<file path="config.mk">
export PLATFORM = sky130hd
export DESIGN_NAME = mul_unit_flat
export DESIGN_NICKNAME = d
export VERILOG_FILES = /design/src/rtl/mul_unit_if.sv /design/src/rtl/mul_unit.sv /design/src/flat_wrapper.sv
export SDC_FILE = /design/constraint.sdc
export NUM_CORES = 1
export LEC_CHECK = 0
export ABC_CLOCK_PERIOD_IN_PS = 41100
export BUFFER_PORTS_ARGS = -buffer_cell sky130_fd_sc_hd__buf_2
export CAP_MARGIN = 10
export CORE_AREA = 2 2 146 290
export DETAILED_ROUTE_END_ITERATION = 8
export DIE_AREA = 0 0 148 292
export GPL_TIMING_DRIVEN = 0
export HOLD_SLACK_MARGIN = 0.12
export PLACE_DENSITY = 0.67
export SLEW_MARGIN = 25
export SYNTH_ARGS = -nofsm -noshare
export SYNTH_HDL_FRONTEND = slang
export SYNTH_SLANG_ARGS = --single-unit
</file>
<file path="constraint.sdc">
create_clock -name sysclk -period 41.1 [get_ports sysclk]
set_input_delay 8.22 -clock sysclk [delete_from_list [all_inputs] [get_ports sysclk]]
set_output_delay 8.22 -clock sysclk [all_outputs]
set_load 0.05 [all_outputs]
</file>
<file path="src/rtl/mul_unit_if.sv">
// Register-file side bundle for the multi-cycle multiplier: operand request in,
// write-back and flag-update request out.
interface mul_unit_if #(
    parameter int unsigned DBUSLEN = 32,
    parameter int unsigned ADDRLEN = 4
);
    logic               MUL_Start;
    logic               MUL_Accumulate;
    logic               MUL_Set_Flags;
    logic [ADDRLEN-1:0] MUL_Rd;
    logic [DBUSLEN-1:0] MUL_Op_M;
    logic [DBUSLEN-1:0] MUL_Op_S;
    logic [DBUSLEN-1:0] MUL_Op_N;
    logic               MUL_Busy;
    logic               MUL_Done;
    logic [DBUSLEN-1:0] MUL_Result;
    logic [ADDRLEN-1:0] MUL_Addr_Write;
    logic               MUL_Load_Write;
    logic               MUL_Flag_N;
    logic               MUL_Flag_Z;
    logic               MUL_Load_Flags;

    modport master (
        output MUL_Start, MUL_Accumulate, MUL_Set_Flags, MUL_Rd,
               MUL_Op_M, MUL_Op_S, MUL_Op_N,
        input  MUL_Busy, MUL_Done, MUL_Result, MUL_Addr_Write, MUL_Load_Write,
               MUL_Flag_N, MUL_Flag_Z, MUL_Load_Flags
    );

    modport slave (
        input  MUL_Start, MUL_Accumulate, MUL_Set_Flags, MUL_Rd,
               MUL_Op_M, MUL_Op_S, MUL_Op_N,
        output MUL_Busy, MUL_Done, MUL_Result, MUL_Addr_Write, MUL_Load_Write,
               MUL_Flag_N, MUL_Flag_Z, MUL_Load_Flags
    );
endinterface

</file>
<file path="src/rtl/mul_unit.sv">
// Multi-cycle MUL/MLA unit: shift-add over BITS_PER_CYCLE multiplier bits per cycle,
// stopping early once the remaining multiplier bits are all zero.
module mul_unit #(
    parameter int unsigned DBUSLEN        = 32,
    parameter int unsigned ADDRLEN        = 4,
    parameter int unsigned BITS_PER_CYCLE = 8
) (
    input logic        sysclk,
    input logic        reset,
    mul_unit_if.slave  mul_io
);
    localparam logic [1:0] StIdle = 2'd0;
    localparam logic [1:0] StCalc = 2'd1;
    localparam logic [1:0] StWb   = 2'd2;

    logic [1:0]         state_q, state_d;
    logic [DBUSLEN-1:0] acc_q, acc_d;
    logic [DBUSLEN-1:0] mcand_q, mcand_d;
    logic [DBUSLEN-1:0] mplier_q, mplier_d;
    logic [ADDRLEN-1:0] rd_q, rd_d;
    logic               set_flags_q, set_flags_d;
    logic [DBUSLEN-1:0] result_q, result_d;
    logic [ADDRLEN-1:0] addr_q, addr_d;
    logic               done_q, done_d;
    logic               load_write_q, load_write_d;
    logic               load_flags_q, load_flags_d;
    logic               flag_n_q, flag_n_d;
    logic               flag_z_q, flag_z_d;

    logic [DBUSLEN-1:0] partial;
    logic [DBUSLEN-1:0] acc_sum;
    logic [DBUSLEN-1:0] mplier_nxt;
    logic [DBUSLEN-1:0] mcand_nxt;

    // Low-slice partial product; only the low DBUSLEN bits ever matter.
    always_comb begin
        partial = '0;
        for (int unsigned i = 0; i < BITS_PER_CYCLE; i++) begin
            if (mplier_q[i]) partial = partial + (mcand_q << i);
        end
        acc_sum    = acc_q + partial;
        mplier_nxt = mplier_q >> BITS_PER_CYCLE;
        mcand_nxt  = mcand_q << BITS_PER_CYCLE;
    end

    always_comb begin
        state_d      = state_q;
        acc_d        = acc_q;
        mcand_d      = mcand_q;
        mplier_d     = mplier_q;
        rd_d         = rd_q;
        set_flags_d  = set_flags_q;
        result_d     = result_q;
        addr_d       = addr_q;
        flag_n_d     = flag_n_q;
        flag_z_d     = flag_z_q;
        done_d       = 1'b0;
        load_write_d = 1'b0;
        load_flags_d = 1'b0;
        case (state_q)
            StIdle: begin
                if (mul_io.MUL_Start) begin
                    acc_d       = mul_io.MUL_Accumulate ? mul_io.MUL_Op_N : '0;
                    mcand_d     = mul_io.MUL_Op_M;
                    mplier_d    = mul_io.MUL_Op_S;
                    rd_d        = mul_io.MUL_Rd;
                    set_flags_d = mul_io.MUL_Set_Flags;
                    state_d     = StCalc;
                end
            end
            StCalc: begin
                acc_d    = acc_sum;
                mcand_d  = mcand_nxt;
                mplier_d = mplier_nxt;
                // Write-back outputs are registered here so they are stable across WB.
                if (mplier_nxt == '0) begin
                    state_d      = StWb;
                    done_d       = 1'b1;
                    result_d     = acc_sum;
                    addr_d       = rd_q;
                    load_write_d = (rd_q != '1);
                    flag_n_d     = acc_sum[DBUSLEN-1];
                    flag_z_d     = (acc_sum == '0);
                    load_flags_d = set_flags_q;
                end
            end
            StWb:    state_d = StIdle;
            default: state_d = StIdle;
        endcase
    end

    always_ff @(posedge sysclk) begin
        if (reset) begin
            state_q      <= StIdle;
            acc_q        <= '0;
            mcand_q      <= '0;
            mplier_q     <= '0;
            rd_q         <= '0;
            set_flags_q  <= 1'b0;
            result_q     <= '0;
            addr_q       <= '0;
            done_q       <= 1'b0;
            load_write_q <= 1'b0;
            load_flags_q <= 1'b0;
            flag_n_q     <= 1'b0;
            flag_z_q     <= 1'b0;
        end else begin
            state_q      <= state_d;
            acc_q        <= acc_d;
            mcand_q      <= mcand_d;
            mplier_q     <= mplier_d;
            rd_q         <= rd_d;
            set_flags_q  <= set_flags_d;
            result_q     <= result_d;
            addr_q       <= addr_d;
            done_q       <= done_d;
            load_write_q <= load_write_d;
            load_flags_q <= load_flags_d;
            flag_n_q     <= flag_n_d;
            flag_z_q     <= flag_z_d;
        end
    end

    assign mul_io.MUL_Busy       = (state_q != StIdle);
    assign mul_io.MUL_Done       = done_q;
    assign mul_io.MUL_Result     = result_q;
    assign mul_io.MUL_Addr_Write = addr_q;
    assign mul_io.MUL_Load_Write = load_write_q;
    assign mul_io.MUL_Flag_N     = flag_n_q;
    assign mul_io.MUL_Flag_Z     = flag_z_q;
    assign mul_io.MUL_Load_Flags = load_flags_q;
endmodule

</file>
<file path="src/flat_wrapper.sv">
// flat-port wrapper written by rule: the top's interface ports become plain ports
module mul_unit_flat 
#(
    parameter int unsigned DBUSLEN        = 32,
    parameter int unsigned ADDRLEN        = 4,
    parameter int unsigned BITS_PER_CYCLE = 8
)
  (sysclk, reset, mul_io_MUL_Start, mul_io_MUL_Accumulate, mul_io_MUL_Set_Flags, mul_io_MUL_Rd, mul_io_MUL_Op_M, mul_io_MUL_Op_S, mul_io_MUL_Op_N, mul_io_MUL_Busy, mul_io_MUL_Done, mul_io_MUL_Result, mul_io_MUL_Addr_Write, mul_io_MUL_Load_Write, mul_io_MUL_Flag_N, mul_io_MUL_Flag_Z, mul_io_MUL_Load_Flags);
  mul_unit_if #(.DBUSLEN(DBUSLEN), .ADDRLEN(ADDRLEN)) mul_io_i ();
  input logic sysclk;
  input logic reset;
  input wire logic [$bits(mul_io_i.MUL_Start)-1:0] mul_io_MUL_Start;
  input wire logic [$bits(mul_io_i.MUL_Accumulate)-1:0] mul_io_MUL_Accumulate;
  input wire logic [$bits(mul_io_i.MUL_Set_Flags)-1:0] mul_io_MUL_Set_Flags;
  input wire logic [$bits(mul_io_i.MUL_Rd)-1:0] mul_io_MUL_Rd;
  input wire logic [$bits(mul_io_i.MUL_Op_M)-1:0] mul_io_MUL_Op_M;
  input wire logic [$bits(mul_io_i.MUL_Op_S)-1:0] mul_io_MUL_Op_S;
  input wire logic [$bits(mul_io_i.MUL_Op_N)-1:0] mul_io_MUL_Op_N;
  output wire logic [$bits(mul_io_i.MUL_Busy)-1:0] mul_io_MUL_Busy;
  output wire logic [$bits(mul_io_i.MUL_Done)-1:0] mul_io_MUL_Done;
  output wire logic [$bits(mul_io_i.MUL_Result)-1:0] mul_io_MUL_Result;
  output wire logic [$bits(mul_io_i.MUL_Addr_Write)-1:0] mul_io_MUL_Addr_Write;
  output wire logic [$bits(mul_io_i.MUL_Load_Write)-1:0] mul_io_MUL_Load_Write;
  output wire logic [$bits(mul_io_i.MUL_Flag_N)-1:0] mul_io_MUL_Flag_N;
  output wire logic [$bits(mul_io_i.MUL_Flag_Z)-1:0] mul_io_MUL_Flag_Z;
  output wire logic [$bits(mul_io_i.MUL_Load_Flags)-1:0] mul_io_MUL_Load_Flags;
  assign mul_io_i.MUL_Start = mul_io_MUL_Start;
  assign mul_io_i.MUL_Accumulate = mul_io_MUL_Accumulate;
  assign mul_io_i.MUL_Set_Flags = mul_io_MUL_Set_Flags;
  assign mul_io_i.MUL_Rd = mul_io_MUL_Rd;
  assign mul_io_i.MUL_Op_M = mul_io_MUL_Op_M;
  assign mul_io_i.MUL_Op_S = mul_io_MUL_Op_S;
  assign mul_io_i.MUL_Op_N = mul_io_MUL_Op_N;
  assign mul_io_MUL_Busy = mul_io_i.MUL_Busy;
  assign mul_io_MUL_Done = mul_io_i.MUL_Done;
  assign mul_io_MUL_Result = mul_io_i.MUL_Result;
  assign mul_io_MUL_Addr_Write = mul_io_i.MUL_Addr_Write;
  assign mul_io_MUL_Load_Write = mul_io_i.MUL_Load_Write;
  assign mul_io_MUL_Flag_N = mul_io_i.MUL_Flag_N;
  assign mul_io_MUL_Flag_Z = mul_io_i.MUL_Flag_Z;
  assign mul_io_MUL_Load_Flags = mul_io_i.MUL_Load_Flags;
  mul_unit #(.DBUSLEN(DBUSLEN), .ADDRLEN(ADDRLEN), .BITS_PER_CYCLE(BITS_PER_CYCLE)) u_core (.sysclk(sysclk), .reset(reset), .mul_io(mul_io_i));
endmodule
</file>
# Word-level counts from Yosys, hierarchy flattened
# Index checks and enable logic that the tools add are counted.
[op_classes]
addsub = 8
n_reduce_logical = 11
n_bitwise = 2
n_eq_ne = 4
muxes = 19
[ops]
columns = ["op", "n"]
rows = [
  ["32-bit 2-to-1 mux", 12],
  ["32-bit adder", 8],
  ["32-bit one-hot mux with 2 select lines", 3],
  ["32-bit logical NOT", 2],
  ["2-bit AND reduction", 4],
  ["2-bit 2-to-1 mux", 2],
  ["4-bit != test, second input constant", 1],
  ["2-bit one-hot mux with 2 select lines", 1],
  ["2-bit nonzero test", 2],
  ["3-bit OR reduction", 1],
  ["2-bit by 1-bit equality test with 1-bit output, second input constant", 1],
  ["2-bit logical NOT", 1],
  ["2-bit by 1-bit != test with 1-bit output, second input constant", 1],
  ["2-bit != test, second input constant", 1],
  ["1-bit inverter", 2],
  ["2-bit OR reduction", 1],
  ["1-bit 2-to-1 mux", 1],
]
[totals]
word_cells = 57
ff_bits = 144
out_inout_bits = 42
in_bits = 105

# Logic depth before layout (Yosys ltp)
[logic_depth]
ltp_word = 17
ltp_mapped = 79
mapped_depth_nobuf = 76

# Worst setup path before layout
# No wires, ideal clock.
[synth_timing]
path_type = "reg-to-reg"
from = "register u_core.mplier_q[0]"
to = "register u_core.flag_z_q, in the netlist u_core.mul_io.MUL_Flag_Z"
slack_ns = 27.371
n_path_buf = 4
required_time_ns = 41.041
setup_ns = 0.059
period_less_slack_ns = 13.729
arrival_time_ns = 13.670
stages_incl_launch_ff = 73
path_cell_list = "dfxtp_1 -> buf_4 -> clkbuf_1 -> clkbuf_1 -> and2_1 -> ha_1 -> a21o_1 -> maj3_1 -> and2_1 -> nor3_1 -> xnor2_1 -> ha_1 -> o211ai_1 -> o21a_1 -> o21bai_1 -> a21oi_1 -> xnor2_1 -> mux2_2 -> (+37 left out) -> a31oi_1 -> o21bai_1 -> a21oi_1 -> o21ai_0 -> a21o_1 -> a21oi_1 -> xor2_1 -> o21ai_0 -> ha_1 -> clkbuf_1 -> nor3_1 -> a211o_1 -> a311o_1 -> nor4b_1 -> nor4bb_1 -> nand2_1 -> mux2_1 -> nand2_1"
[synth_between]
elab_chain_len = 17
[synth_lines]
columns = ["element", "line", "rtl"]
rows = [
  ["from (decl)", "mul_unit.sv:19", "logic [DBUSLEN-1:0] mplier_q, mplier_d;"],
  ["from (signal assigned)", "mul_unit.sv:111", "mplier_q <= mplier_d;"],
  ["32-bit 2-to-1 mux (*)", "mul_unit.sv:39", "if (mplier_q[i]) partial = partial + (mcand_q << i);"],
  ["32-bit adder", "mul_unit.sv:39", ""],
  ["32-bit 2-to-1 mux (*)", "mul_unit.sv:39", ""],
  ["32-bit adder", "mul_unit.sv:39", ""],
  ["32-bit 2-to-1 mux (*)", "mul_unit.sv:39", ""],
  ["32-bit adder", "mul_unit.sv:39", ""],
  ["32-bit 2-to-1 mux (*)", "mul_unit.sv:39", ""],
  ["32-bit adder", "mul_unit.sv:39", ""],
  ["32-bit 2-to-1 mux (*)", "mul_unit.sv:39", ""],
  ["32-bit adder", "mul_unit.sv:39", ""],
  ["32-bit 2-to-1 mux (*)", "mul_unit.sv:39", ""],
  ["32-bit adder", "mul_unit.sv:39", ""],
  ["32-bit 2-to-1 mux (*)", "mul_unit.sv:39", ""],
  ["32-bit adder", "mul_unit.sv:39", ""],
  ["32-bit 2-to-1 mux (*)", "mul_unit.sv:39", ""],
  ["32-bit adder (*)", "mul_unit.sv:41", "acc_sum = acc_q + partial;"],
  ["32-bit logical NOT (*)", "mul_unit.sv:83", "flag_z_d = (acc_sum == '0);"],
  ["to (signal assigned)", "mul_unit.sv:120", "flag_z_q <= flag_z_d;"],
  ["to (decl)", "mul_unit.sv:28", "logic flag_z_q, flag_z_d;"],
]
# Every way passes the cells marked *; elsewhere a longest branch is shown, timed or not.
# A chain may end at the register's enable or synchronous reset.

# Final worst setup path
# Ends and elaborated chain as after synthesis.

==> results.toml <==
[setup_path]
required_ns = 41.50
reg2reg_depth = 74
cp_slowest_stage_delay_ns = 0.93
cp.arrival_ns = 18.70
crit_fanout = 10
r2r_end = "u_core.mul_io.MUL_Flag_Z"
ff2ff_setup_slack_ns = 22.80
cpMostUsedCell = "o21ai_0"
timing.rr.start = "u_core.mplier_q[0]"
start_kind = "register"
crit_type = "register to register"
worst_path_max_delay_cell = "nor4bb_1"
crit_path_end_kind = "register"

[placed_design]
numPortBuffers = 145
dp_hpwl_um = 72680
place_congestion = 1.003

[yosys]
synth-async-reset-ratio_pct = 0
synth-xor-area-share_pct = 7.150
synth-seq-cells = 143
synth_ff_type = "dfxtp_1"
synth_mux_area_share_pct = 3.917
syn_inst = 2853
syn_area_per_cell_um2 = 7.109
syn_area_um2 = 20280
ys_types = 99
syn_nets = 3195
ys_seq_area_share_pct = 14.11
synth_top_family_by_area = "compound AO/OA/AOI/OAI gates"
synth_fa_ha_area_share_pct = 15.02
synth_compound_area_share_pct = 31.38
synth_edf_count = 0
ys_warn_count = 0
synth-simple-area-share_pct = 23.65

[timing]
setup_viol = 0
finalCritPeriodShare_pct = 44.52
grt_setup_unrepaired = "no"
final.setup.tns_ns = 0
worstMarginPinSlew_ns = 1.200
finClkSkew_ns = 0.01365
fmax_mhz = 54.65
fin_crit_ns = 18.30
hold_violations = 0
finalMaxSlewViolations = 0
slew_headroom_pct = 19.16

[floorplanning]
fp.coreArea_um2 = 40990
io_pins = 147
die_area_um2 = 43220
rows = 105
initial_core_util_pct = 49.48
die_w_um = 148
die-height_um = 292

[power]
peakVddDrop_mv = 0.06970
powerDensity_nw_per_um2 = 40.94
p_leak_nw = 10.29

[drt]
drtAntennaViolNets = 0
vias = 23090
drtIter0Drc = 1536
postRouteWirelength_um = 89080
route.detailed.drc = 0
drtPass1Iterations = 8
avgRoutedWirePerCell_um = 24.98
routed_via_density = 6.476

[clocking]
clock_sinks = 143
insertion_delay_ns = 0.45
cts_tree = "done"
cts-buffers-inserted = 17
postCtsSetupRepairBufs = 0
path_clk_slew_ns = 0.07
cts_htree_levels = 4
post_cts_resize_count = 0
cts_hold_buf = 0
cts_root_buffer = "clkbuf_16"
cts_buffer_depth = 2

[layout]
antenna_cells = 0
fin_util_pct = 54.42
fillers = 4172
drive_gt1_share_pct = 9.667
final_common_cell = "nand2_1"
final_cell_mix = "nand2_1, a21oi_1, nor2_1"
fin_nets = 3360
area_delta_synth_final_pct = 9.982

[min_path]
holdPathStages = 2
hp-class = "register to register"
hold_path.startpoint = "u_core.mul_io.MUL_Result[0]"
hold_path_end = "u_core.mul_io.MUL_Result[0]"

[global_route]
antenna_found_initial = 0
overflow = 0
grt_max_degree = 17
grt_pass1_vias = 23410
grtUsageTotal_pct = 40.26
grt_pass1_wl_um = 132600

[status]
status = "finished, final reports clean"

[job]
drv_cap = 0
-- report_power, final --
| part | total [mW] | switching, mW | internal, mW |
|---|---|---|---|
| clock network | 0.160 | 0.0739 | 0.0857 |
| registers | 0.175 | 0.0256 | 0.150 |
| logic | 0.578 | 0.365 | 0.214 |
-- cell type report --
| class | instances | area, µm² | share of cell area [%] |
|---|---|---|---|
| plain buffers | 136 | 545.5 | 2.446 |
| clock buffers | 18 | 429.2 | 1.924 |
| clock inverters | 14 | 153.9 | 0.6899 |
| inverters | 112 | 420.4 | 1.885 |
| multi-input cells | 2462 | 16490 | 73.91 |
| flip-flops and latches | 143 | 2865 | 12.84 |
| well taps | 535 | 669.4 | 3.001 |
| repair buffers | 146 | 737.0 | 3.304 |
-- worst max-delay path: cells and delay by family, from the launching register on --
family	cells	cell delay (ns)
AOI/OAI and AO/OA	34	7.89
xor gates and xnor gates	6	0.99
adders and majority gates	9	2.90
buffers and inverters	5	1.54
DFF	1	0.35
muxes	2	0.63
and+or+nand+nor	18	3.89
-- sequential cells by signal, summed over array words and instances, names as in the netlist --
name and cells:
u_core.mul_io.MUL_Flag_Z 1, u_core.mul_io.MUL_Load_Flags 1, u_core.mplier_q 32, u_core.mul_io.MUL_Addr_Write 4, u_core.set_flags_q 1, u_core.mul_io.MUL_Done 1, u_core.state_q 2, u_core.acc_q 32
u_core.rd_q 4, u_core.mul_io.MUL_Result 32, u_core.mcand_q 32, u_core.mul_io.MUL_Load_Write 1
-- how the worst max path moves through the flow --
stage | startpoint | to | slack [ns] | depth (start not counted)
floorplan | u_core.mplier_q[0] | u_core.mul_io.MUL_Flag_Z | 27.37 | 72
global placement | u_core.mplier_q[0] | u_core.mul_io.MUL_Flag_Z | 23.47 | 69
detailed placement | u_core.mplier_q[0] | u_core.mul_io.MUL_Flag_Z | 23.26 | 74
CTS | u_core.mplier_q[0] | u_core.mul_io.MUL_Flag_Z | 23.14 | 74
global route | u_core.mplier_q[0] | u_core.mul_io.MUL_Flag_Z | 21.67 | 74
finish | u_core.mplier_q[0] | u_core.mul_io.MUL_Flag_Z | 22.80 | 74
-- per-layer routing --
metal	track usage (%)	part of all wire, %	wire length [µm]	vias to the layer above
met1	35.11	32	28210	10910
met2	74.22	51	45720	948
met5	0	0	0	-
met4	39.44	12	10290	0
li1	-	-	-	10850
met3	7.609	5.5	4868	393
-- Yosys cell counts (44+ instances only) --
cell type	n	area share, %
nor3_1	53	1.3
xnor2_1	101	4.4
nand2_1	411	7.6
a21o_1	105	3.9
ha_1	229	14
a21oi_1	263	6.5
a211oi_1	44	1.6
nor2_1	262	4.8
mux2_2	47	2.6
inv_1	111	2.1
xor2_1	62	2.7
clkbuf_1	110	2.0
o21ai_0	135	3.3
nand3_1	85	2.1
dfxtp_1	143	14
a311oi_1	82	3.5
o21a_1	53	2.0
-- stage by stage --
step / area, µm² / cells / total power, mW / worst slack [ns] / hold WS (ns)
global route: 22310 / 3566 / 0.9672 / 21.67 / 0.4757
detailed placement: 21680 / 3533 / 0.7367 / 23.26 / 0.4442
global placement: 21680 / 3533 / 0.7248 / 23.47 / 0.4422
floorplan: 20280 / 2853 / 0.5725 / 27.37 / 0.4296
CTS: 22270 / 3565 / 0.8962 / 23.14 / 0.4537
finish: 22310 / 3566 / 0.9132 / 22.80 / 0.4561
-- logic make-up (layout without fill, tap and decap cells) --
kind of cell / after synthesis / count (layout)
AND/OR/NAND/NOR: 1049 / 1049
buffers and inverters: 248 / 426
multiplexers: 71 / 71
adder cells (fa/ha/maj): 239 / 239
flip-flops: 143 / 143
AO/OA/AOI/OAI: 939 / 939
XOR/XNOR: 164 / 164
(Power assumes the default switching activity.)
